[src/rtl/t2t_pkg.sv]
// t2t_pkg: feed message-type constants shared with the decoder
package t2t_pkg;
  localparam logic [63:0] MSG_NEW = 64'h0000_0000_004e_4557;
endpackage

[src/rtl/tts_pkg.sv]
// tts_pkg: strategy execution FSM state encoding
package tts_pkg;
  typedef enum logic [2:0] {IDLE, LOOKUP, BEAT, CMP, RES, OUT} t_sefp_st;
endpackage

[src/rtl/sef_pipe_if.sv]
// sef_pipe_if: decoder beats, RCB/comparator strobes and order handshake of sef_pipe
interface sef_pipe_if #(parameter int DATA_W = 64);
  logic              dec_valid;
  logic              dec_sop;
  logic [DATA_W-1:0] dec_data;
  logic              tts_sym_vld;
  logic              cmp_hit;
  logic              sef_rd_srcb;
  logic              sef_pcmp_load_a;
  logic              sef_rd_prcb;
  logic              sef_rd_vrcb;
  logic              sef_rd_orcb;
  logic              sef_pcmp_load_b;
  logic              sef_vcmp_load_a;
  logic              sef_vcmp_load_b;
  logic              ord_valid;
  logic              ord_ready;
  modport master (
    output dec_valid, dec_sop, dec_data, tts_sym_vld, cmp_hit, ord_ready,
    input  sef_rd_srcb, sef_pcmp_load_a, sef_rd_prcb, sef_rd_vrcb, sef_rd_orcb,
           sef_pcmp_load_b, sef_vcmp_load_a, sef_vcmp_load_b, ord_valid
  );
  modport slave (
    input  dec_valid, dec_sop, dec_data, tts_sym_vld, cmp_hit, ord_ready,
    output sef_rd_srcb, sef_pcmp_load_a, sef_rd_prcb, sef_rd_vrcb, sef_rd_orcb,
           sef_pcmp_load_b, sef_vcmp_load_a, sef_vcmp_load_b, ord_valid
  );
endinterface

[src/rtl/sat_counter.sv]
// sat_counter: event counter that holds at all-ones instead of wrapping
module sat_counter #(
  parameter int W = 16
) (
  input  logic         clk,
  input  logic         reset,
  input  logic         inc,
  output logic [W-1:0] count
);
  // count events until saturated
  always_ff @(posedge clk)
    if (reset) count <= '0;
    else if (inc && !(&count)) count <= count + W'(1);
endmodule

[src/rtl/sef_pipe.sv]
// sef_pipe: strategy execution FSM sequencing RCB reads, comparator loads and order issue
module sef_pipe
  import t2t_pkg::*;
  import tts_pkg::*;
#(
  parameter int DATA_W   = 64,
  parameter int TYPE_MSB = 63,
  parameter int TYPE_LSB = 40,
  parameter int RAM_LAT  = 1,
  parameter int TIMEOUT  = 16,
  parameter int CNT_W    = 16
) (
  input  logic             clk,
  input  logic             reset,
  input  logic             enable,
  sef_pipe_if.slave        bus,
  output logic             busy,
  output logic [CNT_W-1:0] cnt_fired,
  output logic [CNT_W-1:0] cnt_nohit,
  output logic [CNT_W-1:0] cnt_abort_sym,
  output logic [CNT_W-1:0] cnt_abort_beat,
  output logic [CNT_W-1:0] cnt_drop
);
  localparam int CW = $clog2(RAM_LAT > TIMEOUT ? RAM_LAT : TIMEOUT) + 1;
  localparam int TW = TYPE_MSB - TYPE_LSB + 1;
  localparam logic [CW-1:0] LAT_LAST = CW'(RAM_LAT - 1);
  localparam logic [CW-1:0] TO_LAST  = CW'(TIMEOUT - 1);
  t_sefp_st st, st_n;
  logic [CW-1:0] cnt, cnt_n;
  logic [DATA_W-1:0] data;
  logic beat_pend, beat_pend_n, new_msg, beat, trig, last, unused_data;
  logic inc_fired, inc_nohit, inc_asym, inc_abeat, inc_drop;
  assign data        = bus.dec_data;
  assign unused_data = ^data;
  assign new_msg     = bus.dec_valid & bus.dec_sop & (data[TYPE_MSB:TYPE_LSB] == MSG_NEW[TW-1:0]);
  assign beat        = bus.dec_valid & ~bus.dec_sop;
  assign trig        = beat_pend | beat;
  assign last        = cnt == LAT_LAST;
  assign busy        = st != IDLE;
  // state, latency/timeout count and early second-beat flag
  always_ff @(posedge clk)
    if (reset) begin
      st        <= IDLE;
      cnt       <= '0;
      beat_pend <= 1'b0;
    end else begin
      st        <= st_n;
      cnt       <= cnt_n;
      beat_pend <= beat_pend_n;
    end
  // next state, one-cycle strobes and statistics events
  always_comb begin
    st_n                = st;
    cnt_n               = cnt + CW'(1);
    beat_pend_n         = (st == LOOKUP) & trig;
    bus.sef_rd_srcb     = 1'b0;
    bus.sef_pcmp_load_a = 1'b0;
    bus.sef_rd_prcb     = 1'b0;
    bus.sef_rd_vrcb     = 1'b0;
    bus.sef_rd_orcb     = 1'b0;
    bus.sef_pcmp_load_b = 1'b0;
    bus.sef_vcmp_load_a = 1'b0;
    bus.sef_vcmp_load_b = 1'b0;
    bus.ord_valid       = 1'b0;
    inc_fired           = 1'b0;
    inc_nohit           = 1'b0;
    inc_asym            = 1'b0;
    inc_abeat           = 1'b0;
    inc_drop            = new_msg & (st != IDLE);
    case (st)
      IDLE: begin
        cnt_n = '0;
        if (new_msg & enable) begin
          bus.sef_rd_srcb     = 1'b1;
          bus.sef_pcmp_load_a = 1'b1;
          st_n                = LOOKUP;
        end
      end
      LOOKUP: if (last) begin
        cnt_n    = '0;
        st_n     = bus.tts_sym_vld ? BEAT : IDLE;
        inc_asym = ~bus.tts_sym_vld;
      end
      BEAT: if (trig) begin
        bus.sef_rd_prcb     = 1'b1;
        bus.sef_rd_vrcb     = 1'b1;
        bus.sef_rd_orcb     = 1'b1;
        bus.sef_pcmp_load_b = 1'b1;
        bus.sef_vcmp_load_a = 1'b1;
        cnt_n               = '0;
        st_n                = CMP;
      end else if ((bus.dec_valid & bus.dec_sop) | (cnt == TO_LAST)) begin
        st_n      = IDLE;
        inc_abeat = 1'b1;
      end
      CMP: if (last) begin
        bus.sef_vcmp_load_b = 1'b1;
        st_n                = RES;
      end
      RES: begin
        st_n      = bus.cmp_hit ? OUT : IDLE;
        inc_nohit = ~bus.cmp_hit;
      end
      OUT: begin
        bus.ord_valid = 1'b1;
        st_n          = bus.ord_ready ? IDLE : OUT;
        inc_fired     = bus.ord_ready;
      end
      default: st_n = IDLE;
    endcase
  end
  sat_counter #(.W(CNT_W)) u_fired (.clk(clk), .reset(reset), .inc(inc_fired), .count(cnt_fired));
  sat_counter #(.W(CNT_W)) u_nohit (.clk(clk), .reset(reset), .inc(inc_nohit), .count(cnt_nohit));
  sat_counter #(.W(CNT_W)) u_asym  (.clk(clk), .reset(reset), .inc(inc_asym),  .count(cnt_abort_sym));
  sat_counter #(.W(CNT_W)) u_abeat (.clk(clk), .reset(reset), .inc(inc_abeat), .count(cnt_abort_beat));
  sat_counter #(.W(CNT_W)) u_drop  (.clk(clk), .reset(reset), .inc(inc_drop),  .count(cnt_drop));
endmodule

[src/flat_wrapper.sv]
// flat-port wrapper written by rule: the top's interface ports become plain ports
module sef_pipe_flat import t2t_pkg::*; import tts_pkg::*;
#(
  parameter int DATA_W   = 64,
  parameter int TYPE_MSB = 63,
  parameter int TYPE_LSB = 40,
  parameter int RAM_LAT  = 1,
  parameter int TIMEOUT  = 16,
  parameter int CNT_W    = 16
)
  (clk, reset, enable, busy, cnt_fired, cnt_nohit, cnt_abort_sym, cnt_abort_beat, cnt_drop, bus_dec_valid, bus_dec_sop, bus_dec_data, bus_tts_sym_vld, bus_cmp_hit, bus_ord_ready, bus_sef_rd_srcb, bus_sef_pcmp_load_a, bus_sef_rd_prcb, bus_sef_rd_vrcb, bus_sef_rd_orcb, bus_sef_pcmp_load_b, bus_sef_vcmp_load_a, bus_sef_vcmp_load_b, bus_ord_valid);
  sef_pipe_if #(.DATA_W(DATA_W)) bus_i ();
  input  logic clk;
  input  logic reset;
  input  logic enable;
  output logic busy;
  output logic [CNT_W-1:0] cnt_fired;
  output logic [CNT_W-1:0] cnt_nohit;
  output logic [CNT_W-1:0] cnt_abort_sym;
  output logic [CNT_W-1:0] cnt_abort_beat;
  output logic [CNT_W-1:0] cnt_drop;
  input wire logic [$bits(bus_i.dec_valid)-1:0] bus_dec_valid;
  input wire logic [$bits(bus_i.dec_sop)-1:0] bus_dec_sop;
  input wire logic [$bits(bus_i.dec_data)-1:0] bus_dec_data;
  input wire logic [$bits(bus_i.tts_sym_vld)-1:0] bus_tts_sym_vld;
  input wire logic [$bits(bus_i.cmp_hit)-1:0] bus_cmp_hit;
  input wire logic [$bits(bus_i.ord_ready)-1:0] bus_ord_ready;
  output wire logic [$bits(bus_i.sef_rd_srcb)-1:0] bus_sef_rd_srcb;
  output wire logic [$bits(bus_i.sef_pcmp_load_a)-1:0] bus_sef_pcmp_load_a;
  output wire logic [$bits(bus_i.sef_rd_prcb)-1:0] bus_sef_rd_prcb;
  output wire logic [$bits(bus_i.sef_rd_vrcb)-1:0] bus_sef_rd_vrcb;
  output wire logic [$bits(bus_i.sef_rd_orcb)-1:0] bus_sef_rd_orcb;
  output wire logic [$bits(bus_i.sef_pcmp_load_b)-1:0] bus_sef_pcmp_load_b;
  output wire logic [$bits(bus_i.sef_vcmp_load_a)-1:0] bus_sef_vcmp_load_a;
  output wire logic [$bits(bus_i.sef_vcmp_load_b)-1:0] bus_sef_vcmp_load_b;
  output wire logic [$bits(bus_i.ord_valid)-1:0] bus_ord_valid;
  assign bus_i.dec_valid = bus_dec_valid;
  assign bus_i.dec_sop = bus_dec_sop;
  assign bus_i.dec_data = bus_dec_data;
  assign bus_i.tts_sym_vld = bus_tts_sym_vld;
  assign bus_i.cmp_hit = bus_cmp_hit;
  assign bus_i.ord_ready = bus_ord_ready;
  assign bus_sef_rd_srcb = bus_i.sef_rd_srcb;
  assign bus_sef_pcmp_load_a = bus_i.sef_pcmp_load_a;
  assign bus_sef_rd_prcb = bus_i.sef_rd_prcb;
  assign bus_sef_rd_vrcb = bus_i.sef_rd_vrcb;
  assign bus_sef_rd_orcb = bus_i.sef_rd_orcb;
  assign bus_sef_pcmp_load_b = bus_i.sef_pcmp_load_b;
  assign bus_sef_vcmp_load_a = bus_i.sef_vcmp_load_a;
  assign bus_sef_vcmp_load_b = bus_i.sef_vcmp_load_b;
  assign bus_ord_valid = bus_i.ord_valid;
  sef_pipe #(.DATA_W(DATA_W), .TYPE_MSB(TYPE_MSB), .TYPE_LSB(TYPE_LSB), .RAM_LAT(RAM_LAT), .TIMEOUT(TIMEOUT), .CNT_W(CNT_W)) u_core (.clk(clk), .reset(reset), .enable(enable), .bus(bus_i), .busy(busy), .cnt_fired(cnt_fired), .cnt_nohit(cnt_nohit), .cnt_abort_sym(cnt_abort_sym), .cnt_abort_beat(cnt_abort_beat), .cnt_drop(cnt_drop));
endmodule
[config.mk]
export PLATFORM = sky130hd
export DESIGN_NAME = sef_pipe_flat
export DESIGN_NICKNAME = d
export VERILOG_FILES = /design/src/rtl/t2t_pkg.sv /design/src/rtl/tts_pkg.sv /design/src/rtl/sef_pipe_if.sv /design/src/rtl/sat_counter.sv /design/src/rtl/sef_pipe.sv /design/src/flat_wrapper.sv
export SDC_FILE = /design/constraint.sdc
export NUM_CORES = 1
export LEC_CHECK = 0
export CAP_MARGIN = 40
export CORE_MARGIN = 3
export CORE_UTILIZATION = 35
export CTS_CLUSTER_SIZE = 28
export DETAILED_ROUTE_END_ITERATION = 10
export PLACE_DENSITY = 0.68
export SLEW_MARGIN = 40
export SYNTH_ARGS = -nofsm -noshare
export SYNTH_HDL_FRONTEND = slang
export SYNTH_SLANG_ARGS = --single-unit
[constraint.sdc]
create_clock -name clk -period 6.1 [get_ports clk]
set_clock_uncertainty 0.2 [all_clocks]
set_input_delay 1.22 -clock clk [delete_from_list [all_inputs] [get_ports clk]]
set_output_delay 1.22 -clock clk [all_outputs]
set_load 0.05 [all_outputs]
### Yosys cells after proc, flatten, opt, wreduce, memory -nomap -nowiden

Cells that the tools add are included.

| storage, ports and cells | value |
|---|---|
| flip-flop bits (word level) | 89 |
| memories kept | 0 |
| bits in writable memories | 0 |
| logic and storage cells | 81 |
| input port bits | 72 |
| output and inout port bits | 90 |
| ROM bits | 0 |
| bits in latches | 0 |

| operators by class | value |
|---|---|
| reductions and logical operators | 19 |
| divide/modulo/power cells | 0 |
| shifts and indexed selects | 0 |
| equal/unequal tests | 11 |
| add/subtract/negate cells | 6 |
| order comparisons | 0 |
| multiply operators | 0 |
| muxes and demuxes | 26 |
| bitwise gates (word level) | 11 |

Operators with widths:

| operator | count |
|---|---|
| $add A16 B1 Y16 const B | 5 |
| $reduce_and A16 Y1 | 5 |
| $eq A24 B23 Y1 const B | 1 |
| $mux W3 | 7 |
| $pmux W3 S6 | 1 |
| $pmux W5 S3 | 1 |
| $mux W1 | 14 |
| $mux W5 | 2 |
| $and A1 B1 Y1 | 6 |
| $eq A3 B2 Y1 const B | 2 |
| $eq A3 B3 Y1 const B | 2 |
| $ne A2 B1 Y1 const B | 3 |
| $add A5 B1 Y5 const B | 1 |
| $eq A5 B4 Y1 const B | 1 |
| $logic_and A1 B1 Y1 | 5 |
| $logic_not A1 Y1 | 5 |
| $logic_not A5 Y1 | 1 |
| $reduce_and A4 Y1 | 1 |
| $eq A3 B1 Y1 const B | 1 |
| $logic_not A3 Y1 | 1 |
| $ne A3 B1 Y1 const B | 1 |
| $not A1 Y1 | 3 |
| $reduce_bool A3 Y1 | 1 |
| $mux W2 | 1 |
| $or A1 B1 Y1 | 2 |

### Logic depth before layout (Yosys ltp)

Gate-level depths: netlist of run 1.

| depth | value |
|---|---|
| word-level depth | 6 |
| mapped depth | 9 |
| mapped depth without buffers | 8 |

### Hierarchy

From an unflattened synthesis of run 1, not the netlist that was laid out.

| second synthesis, totals | value |
|---|---|
| cells, all modules | 563 |
| area total of the unflattened synthesis | 4,842.1 sq um |

Modules (own cells, without submodules):

| module | area an instance (sq um) | cells an instance | times used | sequential area each (sq um) |
|---|---|---|---|---|
| sat_counter | 833.3 | 96 | 5 | 320.3 |
| sef_pipe | 675.6 | 83 | 1 | 180.2 |

### Worst setup path after synthesis of run 1

No wires, ideal clock.

| timing path | value |
|---|---|
| path kind | input port to output port |
| start point | in bus_dec_data[43] |
| end point | out bus_sef_rd_srcb |
| setup slack | 1.778 ns |
| arrival time | 2.902 ns |
| stages | 6 |
| path buffers | 1 |
| data required time | 4.680 ns |
| path through | nor4bb_1 -> nand4_1 -> nor2_1 -> nand2_1 -> nor2_1 -> buf_4 |

| between the ends | value |
|---|---|
| longest elaborated chain between the ends | 5 |

RTL lines:

| what | line | RTL |
|---|---|---|
| start: declaration | flat_wrapper.sv:24 | `input wire logic [$bits(bus_i.dec_data)-1:0] bus_dec_data;` |
| $eq A24 B23 Y1 | sef_pipe.sv:35 | `assign new_msg = bus.dec_valid & bus.dec_sop & (data[TYPE_MSB:TYPE_LSB] == MSG_NEW[TW-1:0]);` |
| $and A1 B1 Y1 | sef_pipe.sv:35 |  |
| $and A1 B1 Y1 | sef_pipe.sv:73 | `if (new_msg & enable) begin` |
| $mux W1 (2 in series) | -- |  |
| end: declaration | flat_wrapper.sv:28 | `output wire logic [$bits(bus_i.sef_rd_srcb)-1:0] bus_sef_rd_srcb;` |

No other way between the ends.

### Worst setup path after layout of run 1

| timing path | value |
|---|---|
| start point | in bus_dec_data[44] |
| end point | out bus_sef_rd_srcb |

| between the ends | value |
|---|---|
| longest elaborated chain between the ends | 5 |

RTL lines:

| what | line | RTL |
|---|---|---|
| $eq A24 B23 Y1 | sef_pipe.sv:35 |  |
| $and A1 B1 Y1 | sef_pipe.sv:35 |  |
| $and A1 B1 Y1 | sef_pipe.sv:73 |  |
| $mux W1 | sef_pipe.sv:73 |  |
| $mux W1 | sef_pipe.sv:70 | `case (st)` |

No other way between the ends.

==> results of run 1 <==
## flip-flops by register name, indices dropped and copies added (netlist names)
signal	flops
u_core.st	3
u_core.u_drop.count	16
u_core.u_abeat.count	16
u_core.u_asym.count	16
u_core.u_nohit.count	16
u_core.beat_pend	1
u_core.cnt	5
u_core.u_fired.count	16
## metal layers
metal	part of all wire (%)	up-vias	global-route usage, %
li1	-	2286	-
met1	44	2179	20.1
met2	49	128	28.8
met3	4.4	12	2.66
met4	1.7	0	7.00
met5	0	-	0
## layout by cell type (no fill, tap or decap), drive strengths merged, types with 18 or more instances in the layout
cell | Yosys | layout
nor2 | 73 | 73
nor4 | 18 | 18
a21oi | 35 | 35
xnor2 | 29 | 29
nand4 | 19 | 19
nand2 | 39 | 39
clkdlybuf4s50 | 0 | 120
dfxtp | 89 | 89
o21ai | 20 | 20
nand3 | 31 | 31
## cell type report
type                            count  area [um^2]  area share (%)
Sequential cell                    89         1780            28.5
Clock inverter                      5         56.3           0.902
Timing Repair Buffer              123         1220            19.6
Inverter                           15         56.3           0.902
Multi-Input combinational cell    433         2680            42.9
Clock buffer                       11          233            3.73
Tap cell                          172          215            3.45
## logic make-up (layout without fill, tap and decap cells)
kind of cell	Yosys count	after routing
buffers and inverters	46	154
and+or+nand+nor	278	278
DFF	89	89
adders and majority gates	8	8
xor gates and xnor gates	38	38
AOI/OAI and AO/OA	101	101
muxes	8	8
## how the worst max path moves through the flow
stage,start,end,slack (ns),cells past startpoint
floorplan,bus_dec_data[43],bus_sef_rd_srcb,1.78,6
global placement,bus_dec_data[44],bus_sef_rd_srcb,1.18,7
detailed placement,bus_dec_data[44],bus_sef_pcmp_load_a,1.14,7
CTS,bus_dec_data[44],bus_sef_pcmp_load_a,1.12,7
global route,bus_dec_data[44],bus_sef_rd_srcb,0.94,7
finish,bus_dec_data[44],bus_sef_rd_srcb,1.17,7
## worst reg2reg max path, cell delays in order, from the launching register on
cell	delay (ns)
dfxtp_1	0.61
or3b_1	0.44
or4b_4	0.65
a311o_1	0.38
or3_1	0.33
a21oi_1	0.15
## power breakdown
part	leakage [nW]	switching (mW)	total [mW]	internal, mW
logic	1.07	0.0150	0.0357	0.0207
clock network	0.139	0.224	0.541	0.317
registers	0.716	0.000000261	0.581	0.581
==> impl_summary.log, run 1 <==
[metrics] run status: finished clean
[metrics] global-route total usage across every layer: between 10% and 20%
[metrics] DRC violation total after the first TritonRoute iteration: 306
[metrics] Cells on Worst Hold Path: 1
[metrics] total congestion overflow: 0
[metrics] initial antenna violation count: 0
[metrics] commonest cells in the synthesized netlist: dfxtp_1, nor2_1, nand2_1
[metrics] DRC violations left: 0
[metrics] internal reg-to-reg setup slack: 3.28 ns
[metrics] maximum fanout encountered on the critical timing path: 3
[metrics] worst-path cell with the longest stage delay: clkdlybuf4s50_1
[metrics] kind of start point of the critical path: input port
[metrics] HP Class: reg -> reg
[metrics] Placed Instances: 832
[metrics] Syn. warnings: 0
[metrics] area growth from synthesis to final layout: 34.3%
[metrics] unrepaired setup endpoints after global routing: no
[metrics] worst supply voltage drop on vdd: 0.105 mV
[metrics] clock-pin slew on the worst setup and hold paths: 0.06 ns
[metrics] count of input and output buffers: 121
[metrics] Worst Hold End: u_core.cnt[0]$_SDFF_PP0_
[metrics] core area: 12800 um^2
[metrics] number of flops mapped to enable cells by yosys: 0
[metrics] worst-margin pin slew: about 0.74 ns
[metrics] post-placement worst setup slack: 1.14 ns
[metrics] sum of routed wire length over all layers: between 10000 and 15000 um
[metrics] Leak: roughly 1.9 nW
[metrics] count of cells along the worst register-to-register path: 5
[metrics] count of cells resized by post-cts repair: 0
[metrics] cell-by-cell listing of the critical path: clkdlybuf4s50_1 -> nor4bb_1 -> nand4_1 -> nor2_1 -> nand2_1 -> nor2_1 -> clkdlybuf4s50_1
[metrics] ratio of routed vias to standard cells: 5.43
[metrics] setup fix buffers added after clock tree synthesis: 0
[metrics] Critical Path AT: between 3 and 4 ns
[metrics] Post-CTS Hold Buffers: 0
[metrics] Syn Nets: 648
[metrics] Final Wtd Congestion: 0.842
[metrics] share of Yosys cell area claimed by the top area cell type: between 30% and 40%
[metrics] post-synthesis simple-gate area fraction: 32.4%
[metrics] xor-xnor portion of the synthesized cell area: 7.16%
[metrics] setup violators final: 0
[metrics] layout filler cell count: 1222
[metrics] fin worst setup slack: 1.17 ns
[metrics] flip-flop and latch count after synthesis: 89
[metrics] initial core utilization: 36.2%
[metrics] post-layout min period: 4.93 ns
[metrics] Tcrit/Tclk final: ~80%
[metrics] TritonCTS buffer count: 9
[metrics] category of the critical setup timing path: in -> out
[metrics] library cell with the highest instance count after synthesis: dfxtp_1
[metrics] final core area utilization: 48.7%
[metrics] count of different cell masters after synthesis: 54
[metrics] HPWL after detailed placement: 8800 um
[metrics] average wire length per cell after detail routing: 14.2 um
[metrics] biggest area consumer among synthesized cells: dfxtp_1
[metrics] number of max-slew violations in the final report: 0
[metrics] Total Power: 1.16 mW
[metrics] proportion of register bits with asynchronous set or reset after synthesis: 0%
[metrics] CTS tree: built
[metrics] leading register cell type out of synthesis: dfxtp_1
[metrics] pwr dens: 185 nW/um^2
[metrics] Max Cap Viol: 0
[metrics] Design Area, Final: around 6200 um^2
[metrics] clock buffer depth: 2
[metrics] Critical path buffers and inverters: 2
[metrics] buffer cell driving the clock tree root: clkbuf_16
[metrics] cells taking the most area after synthesis: dfxtp_1, nor2_1, xnor2_1, a21oi_1, nand3_1
[metrics] via count of the first global-routing pass: around 4300
[metrics] synthesized-area fraction occupied by adder cells: under 10%
[metrics] final layout net count: about 750
[metrics] setup TNS: 0 ns
[metrics] Clock Latency Late Sink: 0.34 ns
[metrics] Crit path largest cell delay: between 0.8 and 0.9 ns
[metrics] share of layout cells above drive strength 1: 5.33%
[metrics] combinational family with the most area after synthesis: simple AND/OR/NAND/NOR gates
[metrics] sequential-to-total area share from yosys stat: 38.3%
[metrics] endpoint of the most critical register-to-register path: u_core.u_abeat.count[13]$_SDFFE_PP0P_
[metrics] worst hold start: u_core.cnt[0]$_SDFF_PP0_
[metrics] area fraction in compound gates after synthesis: 13.9%
[metrics] reg-to-reg critical path startpoint: u_core.st[1]$_SDFFE_PP0P_
[metrics] critical path capture point type: output pin
[metrics] drt pass-1 iters: 4
[metrics] proportion of synthesized area in mux cells: between 1.5 and 2%
[metrics] Synth Area per Inst: a little over 8 um^2
[metrics] non-filler instance count after layout: 848
[metrics] I/O pin count: 162
[metrics] global-route wire length before repair: 20000 um
[metrics] final count of hold timing violations: 0
[metrics] Detail Route Antenna Nets: 0
[metrics] standard-cell rows: 41
[metrics] cell count after synthesis: roughly 570
[metrics] Antenna Cells: 0
[metrics] die area: 14700 um^2
[metrics] pin count of the biggest net entering global routing: 53
[metrics] Post-Route Hold Slack: 0.268 ns
[metrics] Post-Synthesis Cell Area: about 4600 um^2
[metrics] instance area at placement: 5950 um^2
[metrics] Die Height: 121 um
[metrics] maximum frequency from static timing analysis: around 0.20 GHz
[metrics] depth of the CTS H-tree: 3
[metrics] kind of cell adding the most delay to the critical path: buffers and inverters
[metrics] chip width: 121 um
[metrics] CTS Sinks: just under 90
[metrics] critical path data required time: 4.68 ns
[metrics] vias after detailed routing: 4605
[metrics] relative slew slack: 50.9%
No activity file was read; power rests on OpenSTA's default activity.
==> run 2, diff against run 1 <==
--- a/config.mk
+++ b/config.mk
@@ -10,7 +10,7 @@
 export CORE_UTILIZATION = 35
 export CTS_CLUSTER_SIZE = 28
 export DETAILED_ROUTE_END_ITERATION = 10
-export PLACE_DENSITY = 0.68
+export PLACE_DENSITY = 0.7
 export SLEW_MARGIN = 40
 export SYNTH_ARGS = -nofsm -noshare
 export SYNTH_HDL_FRONTEND = slang
==> constraint.sdc (replaced) <==
create_clock -name clk -period 4.45 [get_ports clk]
set_clock_uncertainty 0.2 [all_clocks]
set_input_delay 0.89 -clock clk [delete_from_list [all_inputs] [get_ports clk]]
set_output_delay 0.89 -clock clk [all_outputs]
set_load 0.05 [all_outputs]
==> run 2 against run 1 <==
Global-route usage shrank 0.26 points. Setup slack worse by 0.72 ns. Critical path depth is 2 lower. Register-to-register slack worse by 1.7 ns. Flip-flop and latch count unchanged. Largest power group unchanged. Non-clock buffer count grew 2. Via count decreased by 1.7%. First-iteration DRC count decreased by 5.6%. Highest routed layer unchanged. Combinational power up 38%. Die area stayed put. Sequential share of layout area hardly changed. Utilization about the same.
==> impl_summary.log, run 2 (synthesized netlist as in run 1, its figures left out) <==
[metrics] run status: finished clean
[metrics] I/O pin count: 162 (unchanged)
[metrics] global-route wire length before repair: 19800 um (-1.0%)
[metrics] clock buffer depth: 2 (unchanged)
[metrics] multi-input logic area: 2670 um^2 (-0.23%)
[metrics] layer with the highest usage after global routing: met2
[metrics] Detail Route Antenna Nets: 0 (unchanged)
[metrics] kind of start point of the critical path: input port
[metrics] layout filler cell count: 1249 (+2.2%)
[metrics] ratio of routed vias to standard cells: 5.33 (-1.9%)
[metrics] worst supply voltage drop on vdd: 0.131 mV (+24%)
[metrics] initial core utilization: 36.2% (unchanged)
[metrics] final layout net count: 753 (+0.27%)
[metrics] Max Cap Viol: 0 (unchanged)
[metrics] depth of the CTS H-tree: 3 (unchanged)
[metrics] DRC violations left: 0 (unchanged)
[metrics] met3 layer usage reported by global route: 3.03% (+0.37 points)
[metrics] buffer cell driving the clock tree root: clkbuf_16
[metrics] reg-to-reg critical path startpoint: u_core.st[1]$_SDFFE_PP0P_
[metrics] maximum fanout encountered on the critical timing path: 5 (+2)
[metrics] average wire length per cell after detail routing: 14.1 um (-1.0%)
[metrics] count of cells along the worst register-to-register path: 5 (unchanged)
[metrics] internal reg-to-reg setup slack: 1.60 ns (-1.68 ns)
[metrics] initial antenna violation count: 0 (unchanged)
[metrics] maximum frequency from static timing analysis: 0.250 GHz
[metrics] setup fix buffers added after clock tree synthesis: 0 (unchanged)
[metrics] chip width: 121 um (unchanged)
[metrics] standard-cell rows: 41 (unchanged)
[metrics] Critical path buffers and inverters: 2 (unchanged)
[metrics] Leak: 1.94 nW (+0.49%)
[metrics] worst-margin pin slew: 0.589 ns (-0.146 ns)
[metrics] final count of hold timing violations: 0 (unchanged)
[metrics] count of cells resized by post-cts repair: 0 (unchanged)
[metrics] clock-pin slew on the worst setup and hold paths: 0.06 ns (about the same)
[metrics] relative slew slack: 60.4% (+9.5 points)
[metrics] DRC violation total after the first TritonRoute iteration: 289 (-5.6%)
[metrics] CTS Sinks: 89 (unchanged)
[metrics] Most Frequent Cell on Critical Path: clkdlybuf4s50_1
[metrics] Post-CTS Hold Buffers: 0 (unchanged)
[metrics] HP Class: reg -> reg
[metrics] setup TNS: 0 ns (unchanged)
[metrics] vias after detailed routing: 4527 (-1.7%)
[metrics] setup violators final: 0 (unchanged)
[metrics] die area: 14700 um^2 (unchanged)
[metrics] HPWL after detailed placement: 8790 um (-0.13%)
[metrics] Worst Hold End: u_core.cnt[0]$_SDFF_PP0_
[metrics] global-route total usage across every layer: 16.3% (-0.26 points)
[metrics] most common library cell in the layout ignoring fill and taps: clkdlybuf4s50_1
[metrics] Clock Latency Late Sink: 0.34 ns (about the same)
[metrics] Final Wtd Congestion: 0.822 (-2.4%)
[metrics] highest-count cells in the layout ignoring fill and taps: clkdlybuf4s50_1, dfxtp_1, nor2_1, nand2_1, a21oi_1
[metrics] global routing met1 resource utilization: 20.5% (+0.39 points)
[metrics] critical path data required time: 3.36 ns (-1.32 ns)
[metrics] Die Height: 121 um (unchanged)
[metrics] cell-by-cell listing of the critical path: clkdlybuf4s50_1 -> nand2b_1 -> and2_1 -> nor2_1 -> clkdlybuf4s50_1
[metrics] unrepaired setup endpoints after global routing: no
[metrics] sum of routed wire length over all layers: 11900 um (-0.77%)
[metrics] Critical Path AT: 2.91 ns (-0.60 ns)
[metrics] critical path capture point type: output pin
[metrics] CTS tree: built
[metrics] worst-path cell with the longest stage delay: clkdlybuf4s50_1
[metrics] share of layout cells above drive strength 1: 6.05% (+0.72 points)
[metrics] count of input and output buffers: 121 (unchanged)
[metrics] via count of the first global-routing pass: 4195 (-2.9%)
[metrics] Cells on Worst Hold Path: 1 (unchanged)
[metrics] kind of cell adding the most delay to the critical path: buffers and inverters
[metrics] Crit path largest cell delay: 0.87 ns (+0.05 ns)
[metrics] met2 capacity usage during global routing: 27.1% (-1.7 points)
[metrics] Tcrit/Tclk final: about nine tenths
[metrics] Antenna Cells: 0 (unchanged)
[metrics] FF/Latch Area: 1780 um^2 (unchanged)
[metrics] worst hold start: u_core.cnt[0]$_SDFF_PP0_
[metrics] core area: 12800 um^2 (unchanged)
[metrics] category of the critical setup timing path: in -> out
[metrics] area growth from synthesis to final layout: 34.3% (about the same)
[metrics] number of max-slew violations in the final report: 0 (unchanged)
[metrics] total congestion overflow: 0 (unchanged)
[metrics] post-layout min period: around 4.0 ns
[metrics] final core area utilization: 48.7% (about the same)
[metrics] TritonCTS buffer count: 9 (unchanged)
[metrics] pwr dens: 250 nW/um^2 (+35%)
[metrics] endpoint of the most critical register-to-register path: u_core.u_abeat.count[11]$_SDFFE_PP0P_
[metrics] pin count of the biggest net entering global routing: 48 (-9.4%)
[metrics] drt pass-1 iters: 4 (unchanged)
[run 2: changes by cell type in the layout (fill, tap and decap cells not counted)]
cell / before / now
buf_2: 1 / 0
buf_4: 2 / 7
bufinv_16: 1 / 0
clkbuf_1: 2 / 0
clkbuf_8: 0 / 1
clkdlybuf4s50_1: 120 / 118
clkinvlp_4: 1 / 2
inv_6: 0 / 1
nor4b_1: 5 / 6
nor4b_2: 2 / 1
[run 2: how the worst max path moves through the flow]
| stage | start | to | depth (start not counted) |
|---|---|---|---|
| after floorplan | bus_dec_data[43] | bus_sef_rd_srcb | 6 |
| after global routing | bus_dec_valid | bus_sef_pcmp_load_b | 5 |
| after global placement | bus_dec_valid | bus_sef_rd_prcb | 5 |
| after CTS | bus_dec_valid | bus_sef_pcmp_load_b | 5 |
| after detailed placement | bus_dec_valid | bus_sef_pcmp_load_b | 5 |
| final | bus_dec_valid | bus_sef_pcmp_load_b | 5 |
[run 2: power by group]
part | total (mW) | internal (mW) | switching (mW)
registers | 0.796 | 0.796 | 0.000000358
logic | 0.0494 | 0.0292 | 0.0203
clock network | 0.712 | 0.394 | 0.318
total | 1.56 | 1.22 | 0.338
[run 2: per-layer routing]
| metal | vias to the layer above | wire (um) |
|---|---|---|
| met5 | - | 0 |
| met4 | 0 | 147 |
| met3 | 12 | 487 |
| met2 | 112 | 5990 |
| met1 | 2111 | 5320 |
| li1 | 2292 | - |
[run 2: layout make-up]
type	instances	share of cell area, %
Inverter	15	0.902
Clock buffer	10	3.83
Timing Repair Buffer	125	19.8
Clock inverter	6	0.682
Sequential cell	89	28.5
Tap cell	172	3.45
Multi-Input combinational cell	433	42.8
[run 2: per-stage QoR]
| step | worst slack, ns | total power [mW] | std cells | cell area [um^2] | hold slack (ns) |
|---|---|---|---|---|---|
| floorplan | 0.788 | 0.832 | 568 | 4650 | 0.230 |
| global placement | 0.563 | 0.863 | 834 | 5960 | 0.239 |
| detailed placement | 0.485 | 0.864 | 834 | 5960 | 0.271 |
| CTS | 0.471 | 1.59 | 850 | 6240 | 0.285 |
| global route | 0.395 | 1.62 | 850 | 6240 | 0.320 |
| finish | 0.452 | 1.56 | 850 | 6240 | 0.279 |
==> run 3, diff against run 2 <==
--- a/config.mk
+++ b/config.mk
@@ -5,7 +5,6 @@
 export SDC_FILE = /design/constraint.sdc
 export NUM_CORES = 1
 export LEC_CHECK = 0
-export CAP_MARGIN = 40
 export CORE_MARGIN = 3
 export CORE_UTILIZATION = 35
 export CTS_CLUSTER_SIZE = 28
==> results of run 3 <==
No change in the layout: final DEF, timing and power equal those of run 2.
